===== config.mk =====
export PLATFORM = sky130hd
export DESIGN_NAME = vg_operand_shifter
export DESIGN_NICKNAME = d
export VERILOG_FILES = /design/src/rtl/vg_shifter_pkg.sv /design/src/rtl/vg_axis_reg.sv /design/src/rtl/vg_operand_shifter.sv
export SDC_FILE = /design/constraint.sdc
export NUM_CORES = 1
export LEC_CHECK = 0
export CAP_MARGIN = 10
export CORE_MARGIN = 3
export CORE_UTILIZATION = 25
export CTS_BUF_LIST = sky130_fd_sc_hd__clkbuf_2 sky130_fd_sc_hd__clkbuf_4 sky130_fd_sc_hd__clkbuf_8
export DETAILED_ROUTE_END_ITERATION = 8
export GPL_TIMING_DRIVEN = 0
export PLACE_DENSITY = 0.6
export SLEW_MARGIN = 10
export SYNTH_ARGS = -nofsm -noshare
export SYNTH_HDL_FRONTEND = slang
export SYNTH_HIERARCHICAL = 1
export SYNTH_SLANG_ARGS = --single-unit

===== constraint.sdc =====
create_clock -name clk_12MHz -period 2.85 [get_ports clk_12MHz]
set_input_delay 0.285 -clock clk_12MHz [delete_from_list [all_inputs] [get_ports clk_12MHz]]
set_output_delay 0.285 -clock clk_12MHz [all_outputs]
set_load 0.05 [all_outputs]

===== src/rtl/vg_shifter_pkg.sv =====
// Shared definitions for the vector-generator operand shifter.
//   - state_t      : operation FSM states (IDLE, NORM, DONE)
//   - LD_*         : bit positions of the byte load strobes in ld[3:0]
//   - *_DEF        : default delta width and normalisation shift limit
package vg_shifter_pkg;

    localparam int COORD_W_DEF   = 13;
    localparam int MAX_SHIFT_DEF = 15;

    localparam int LD_YLO = 0;
    localparam int LD_YHI = 1;
    localparam int LD_XLO = 2;
    localparam int LD_XHI = 3;

    typedef enum logic [1:0] {
        ST_IDLE = 2'd0,
        ST_NORM = 2'd1,
        ST_DONE = 2'd2
    } state_t;

endpackage


===== src/rtl/vg_axis_reg.sv =====
// One axis of the operand register: a COORD_W-bit signed delta plus a 3-bit
// side field (opcode on Y, intensity on X).
// Ports:
//   clk_12MHz, reset : clock and synchronous active-high reset
//   i_din            : vector data byte
//   i_ld_lo          : load delta[7:0] from i_din
//   i_ld_hi          : load delta[COORD_W-1:8] from i_din low bits, side from i_din[7:5]
//   i_clr_lo         : clear delta[7:0] (a load of the same field wins)
//   i_clr_hi         : clear delta[COORD_W-1:8] and side (a load of the same field wins)
//   i_shift          : shift delta left by one, zero fill (overrides loads)
//   o_delta, o_side  : register contents
//   o_can_shift      : top two delta bits equal, so a left shift keeps the sign
module vg_axis_reg #(
    parameter int COORD_W = 13
) (
    input  logic               clk_12MHz,
    input  logic               reset,
    input  logic [7:0]         i_din,
    input  logic               i_ld_lo,
    input  logic               i_ld_hi,
    input  logic               i_clr_lo,
    input  logic               i_clr_hi,
    input  logic               i_shift,
    output logic [COORD_W-1:0] o_delta,
    output logic [2:0]         o_side,
    output logic               o_can_shift
);

    logic [COORD_W-1:0] r_delta;
    logic [2:0]         r_side;

    always_ff @(posedge clk_12MHz) begin
        if (reset) begin
            r_delta <= '0;
            r_side  <= '0;
        end else if (i_shift) begin
            r_delta <= {r_delta[COORD_W-2:0], 1'b0};
        end else begin
            if (i_ld_lo) begin
                r_delta[7:0] <= i_din;
            end else if (i_clr_lo) begin
                r_delta[7:0] <= '0;
            end
            if (i_ld_hi) begin
                r_delta[COORD_W-1:8] <= i_din[COORD_W-9:0];
                r_side               <= i_din[7:5];
            end else if (i_clr_hi) begin
                r_delta[COORD_W-1:8] <= '0;
                r_side               <= '0;
            end
        end
    end

    assign o_delta     = r_delta;
    assign o_side      = r_side;
    assign o_can_shift = (r_delta[COORD_W-1] == r_delta[COORD_W-2]);

endmodule


===== src/rtl/vg_operand_shifter.sv =====
// Operand register and normaliser for the vector generator. Byte strobes
// assemble the X/Y deltas, opcode and intensity; a start request either
// completes immediately or left-normalises both deltas together, counting the
// shifts for the timer/scale logic.
// Optional feature macro: VG_SHIFTER_NORM_EN (normalisation; when undefined
// start always completes without shifting and shift_cnt is 0).
// Ports:
//   clk_12MHz, reset : clock and synchronous active-high reset
//   din              : vector data byte
//   ld[3:0]          : byte strobes: [0] Y low, [1] Y high/op (+clears X, Z, Y low),
//                      [2] X low, [3] X high/Z; accepted only in IDLE
//   norm_req, start  : start an operation from IDLE, normalising if norm_req
//   busy             : high in NORM and DONE
//   done             : one-cycle pulse, registered from state==DONE
//   dvx, dvy, op, z  : assembled operands
//   shift_cnt        : left shifts applied by the last normalisation
//   state_dbg        : current FSM state
// Handshake: start is taken only on a clock edge where the FSM is IDLE; starts
// and loads while busy are dropped. done marks the first IDLE cycle after the
// operation, and outputs then hold until the next load or start.
module vg_operand_shifter
    import vg_shifter_pkg::*;
#(
    parameter int COORD_W   = COORD_W_DEF,
    parameter int MAX_SHIFT = MAX_SHIFT_DEF,
    parameter int CNT_W     = $clog2(MAX_SHIFT + 1)
) (
    input  logic               clk_12MHz,
    input  logic               reset,
    input  logic [7:0]         din,
    input  logic [3:0]         ld,
    input  logic               norm_req,
    input  logic               start,
    output logic               busy,
    output logic               done,
    output logic [COORD_W-1:0] dvx,
    output logic [COORD_W-1:0] dvy,
    output logic [2:0]         op,
    output logic [2:0]         z,
    output logic [CNT_W-1:0]   shift_cnt,
    output state_t             state_dbg
);

    state_t           r_state;
    state_t           w_next_state;
    logic             r_done;
    logic             w_start_acc;
    logic             w_shift;
    logic [3:0]       w_ld;
    logic             w_x_can;
    logic             w_y_can;
    logic [CNT_W-1:0] w_shift_cnt;

    // Loads are only honoured while idle.
    assign w_ld = ld & {4{r_state == ST_IDLE}};

    // ld[YHI] acts as a "new vector" marker: it clears everything except the
    // Y high byte it writes itself. Field loads in the same cycle take priority.
    vg_axis_reg #(.COORD_W(COORD_W)) u_axis_y (
        .clk_12MHz   (clk_12MHz),
        .reset       (reset),
        .i_din       (din),
        .i_ld_lo     (w_ld[LD_YLO]),
        .i_ld_hi     (w_ld[LD_YHI]),
        .i_clr_lo    (w_ld[LD_YHI]),
        .i_clr_hi    (1'b0),
        .i_shift     (w_shift),
        .o_delta     (dvy),
        .o_side      (op),
        .o_can_shift (w_y_can)
    );

    vg_axis_reg #(.COORD_W(COORD_W)) u_axis_x (
        .clk_12MHz   (clk_12MHz),
        .reset       (reset),
        .i_din       (din),
        .i_ld_lo     (w_ld[LD_XLO]),
        .i_ld_hi     (w_ld[LD_XHI]),
        .i_clr_lo    (w_ld[LD_YHI]),
        .i_clr_hi    (w_ld[LD_YHI]),
        .i_shift     (w_shift),
        .o_delta     (dvx),
        .o_side      (z),
        .o_can_shift (w_x_can)
    );

`ifdef VG_SHIFTER_NORM_EN
    localparam logic [CNT_W-1:0] MAX_CNT = CNT_W'(MAX_SHIFT);

    logic [CNT_W-1:0] r_shift_cnt;
    logic             w_can_shift;

    // Both deltas shift together so their ratio (the vector direction) is kept.
    assign w_can_shift = w_x_can & w_y_can & (r_shift_cnt < MAX_CNT);

    always_ff @(posedge clk_12MHz) begin
        if (reset) begin
            r_shift_cnt <= '0;
        end else if (w_start_acc) begin
            r_shift_cnt <= '0;
        end else if (w_shift) begin
            r_shift_cnt <= r_shift_cnt + 1'b1;
        end
    end

    assign w_shift_cnt = r_shift_cnt;
`else
    logic w_unused_norm;
    assign w_unused_norm = ^{norm_req, w_x_can, w_y_can};
    assign w_shift_cnt   = '0;
`endif

    always_ff @(posedge clk_12MHz) begin
        if (reset) begin
            r_state <= ST_IDLE;
            r_done  <= 1'b0;
        end else begin
            r_state <= w_next_state;
            r_done  <= (r_state == ST_DONE);
        end
    end

    always_comb begin
        w_next_state = r_state;
        w_start_acc  = 1'b0;
        w_shift      = 1'b0;
        case (r_state)
            ST_IDLE: begin
                if (start) begin
                    w_start_acc = 1'b1;
`ifdef VG_SHIFTER_NORM_EN
                    w_next_state = norm_req ? ST_NORM : ST_DONE;
`else
                    w_next_state = ST_DONE;
`endif
                end
            end
`ifdef VG_SHIFTER_NORM_EN
            ST_NORM: begin
                if (w_can_shift) begin
                    w_shift = 1'b1;
                end else begin
                    w_next_state = ST_DONE;
                end
            end
`endif
            ST_DONE: begin
                w_next_state = ST_IDLE;
            end
            default: begin
                w_next_state = ST_IDLE;
            end
        endcase
    end

    assign busy      = (r_state == ST_NORM) || (r_state == ST_DONE);
    assign done      = r_done;
    assign shift_cnt = w_shift_cnt;
    assign state_dbg = r_state;

endmodule


==> results.sh <==
export IMPL_p_leak_uw=0.000875
export IMPL_crit_path_start_kind="register"
export IMPL_ff2ff_path_depth=5
export IMPL_coreArea_um2=6490
export IMPL_cts_resized=0
export IMPL_arrival_ns=1.71
export IMPL_rsz0062_at_grt="false"
export IMPL_area_growth_pct=43.9
export IMPL_insertion_delay_ns=0.28
export IMPL_seq_power_share=0.425
export IMPL_h_tree_depth=2
export IMPL_hp_class="register to register"
export IMPL_ant_nets=0
export IMPL_use_met1=0.167
export IMPL_fmax_mhz=500
export IMPL_die_h_um=88.6
export IMPL_cts_clk_slew_worst_paths_ns=0.07
export IMPL_cts_setup_buffers=0
export IMPL_die_area_um2=7840
export IMPL_place_congestion=0.740
export IMPL_rows=29
export IMPL_peakVddDrop_mv=0.235
export IMPL_hold_buffers=0
export IMPL_layout_commonest_cell="clkdlybuf4s50_1"
export IMPL_place_hpwl_um=3390
export IMPL_worstSetupPathType="register to output port"
export IMPL_nFillCells=671
export IMPL_intPower_uw=825
export IMPL_worstPathCellList="buf_4 > clkdlybuf4s50_1"
export IMPL_pwr_share_comb=0.273
export IMPL_vias_per_cell=4.69
export IMPL_fin_skew_ns=0.00415
export IMPL_worst_pin_slew_ns=0.605
export IMPL_grt_pass1_wl_um=7510
export IMPL_setup_ws_ns=0.850
export IMPL_final_cell_mix="clkdlybuf4s50_1 (49), dfxtp_1 (34), or3b_1 (26)"
export IMPL_tns_ns=0
export IMPL_ios=56
export IMPL_power_density_nw_per_um2=504
export IMPL_fin_crit_ns=2.00
export IMPL_drv_cap=0
export IMPL_numPortBuffers=49
export IMPL_nets=270
export IMPL_dp_worst_setup_slack_ns=0.791
export IMPL_first_iter_violations=101
export IMPL_num_antenna_cells=0
export IMPL_vias=1558
export IMPL_busiest_layer="met2"
export IMPL_grt_start_max_net_pins=16
export IMPL_cts_inserted_buffers=5
export IMPL_chipWidth_um=88.6
export IMPL_detail_route_wl_per_cell_um=14.1
export IMPL_tritoncts="yes"
export IMPL_drcViolationCount=0
export IMPL_grt_pass1_vias=1511
export IMPL_overflow=0
export IMPL_total_power_uw=1240
export IMPL_grt_use_met3=0.0363
export IMPL_holdPathStages=2
export IMPL_clock_path_buffers=2
export IMPL_cpPeakStageDelay_ns=0.79
export IMPL_cts_root_buffer="clkbuf_8"
export IMPL_avgSynthCellArea_um2=9.31
export IMPL_status="finished clean"
export IMPL_drive_gt1_frac=0.118
export IMPL_cp_slowest_cell="clkdlybuf4s50_1"
export IMPL_synthCells=183
export IMPL_cp_end_kind="output port"
export IMPL_maxSlewViolCount=0
export IMPL_worstPathRequired_ns=2.57
export IMPL_drt_pass1_iter_count=4
export IMPL_yosys_warnings=6
export IMPL_clock_sinks=34
export IMPL_period_share=0.702
export IMPL_p_sw_frac=0.333
export IMPL_netlist_area_um2=1700
export IMPL_wl_um=4690
export IMPL_path_max_fanout=8
export IMPL_clock_power_share=0.302
export IMPL_globalRouteTotalUtil=0.125
export IMPL_finalSetupViolCount=0
export IMPL_hold_viol=0
export IMPL_max_slew_margin_rel=0.595
export IMPL_antenna_found_initial=0
export IMPL_start_util=0.262
export IMPL_gr_usage_met2=0.181
export IMPL_switchingPower_uw=412
layer usage:
metal | wire, µm | up-vias | share of wire
met5 | 0 | - | 0
met4 | 125 | 0 | 0.027
met3 | 319 | 13 | 0.068
met2 | 1970 | 52 | 0.42
met1 | 2280 | 699 | 0.49
li1 | - | 794 | -
layout make-up:
class	instances	area, µm²	share of cell area
Buffer	20	133	0.0541
Clock buffer	6	82.6	0.0337
Clock inverter	2	12.5	0.00510
Inverter	24	90.1	0.0367
Multi-Input combinational cell	119	856	0.349
Sequential cell	34	681	0.278
Tap cell	77	96.3	0.0393
Timing Repair Buffer	50	502	0.205
per-stage QoR:
stage | hold WS (ns) | instances | cell area [µm²] | util
2_1_floorplan | 0.357 | 197 | 1760 | -
3_3_place_gp | 0.460 | 323 | 2340 | 0.361
3_5_place_dp | 0.461 | 324 | 2360 | 0.363
4_1_cts | 0.477 | 332 | 2450 | 0.378
5_1_grt | 0.486 | 332 | 2450 | 0.378
6_report | 0.469 | 332 | 2450 | 0.378
final timing paths:
check	to	startpoint	slack (ns)
max	state_dbg[1]	state_dbg[1]	0.85
min	u_axis_x/o_side[1]	u_axis_x/o_side[1]	0.47
max reg2reg	u_axis_y/o_delta[10]	state_dbg[1]	1.12
min reg2reg	u_axis_x/o_side[1]	u_axis_x/o_side[1]	0.47
flip-flops by register name, indices dropped and copies added (netlist names):
register,count
done,1
u_axis_y/o_side,3
u_axis_y/o_delta,13
state_dbg,1
u_axis_x/o_delta,13
u_axis_x/o_side,3
power groups by stage:
stage	Sequential, µW	Combinational [µW]	Clock [µW]
after floorplan	632	127	0
after global placement	536	330	0
after detailed placement	537	334	0
after CTS	526	335	387
after global routing	530	359	408
final	526	338	373
critical path, delay by kind of cell (launching register included):
family / cells / cell delay, ns
buf+inv: 2 / 0.95
flops: 1 / 0.48
(Power assumes the default switching activity.)
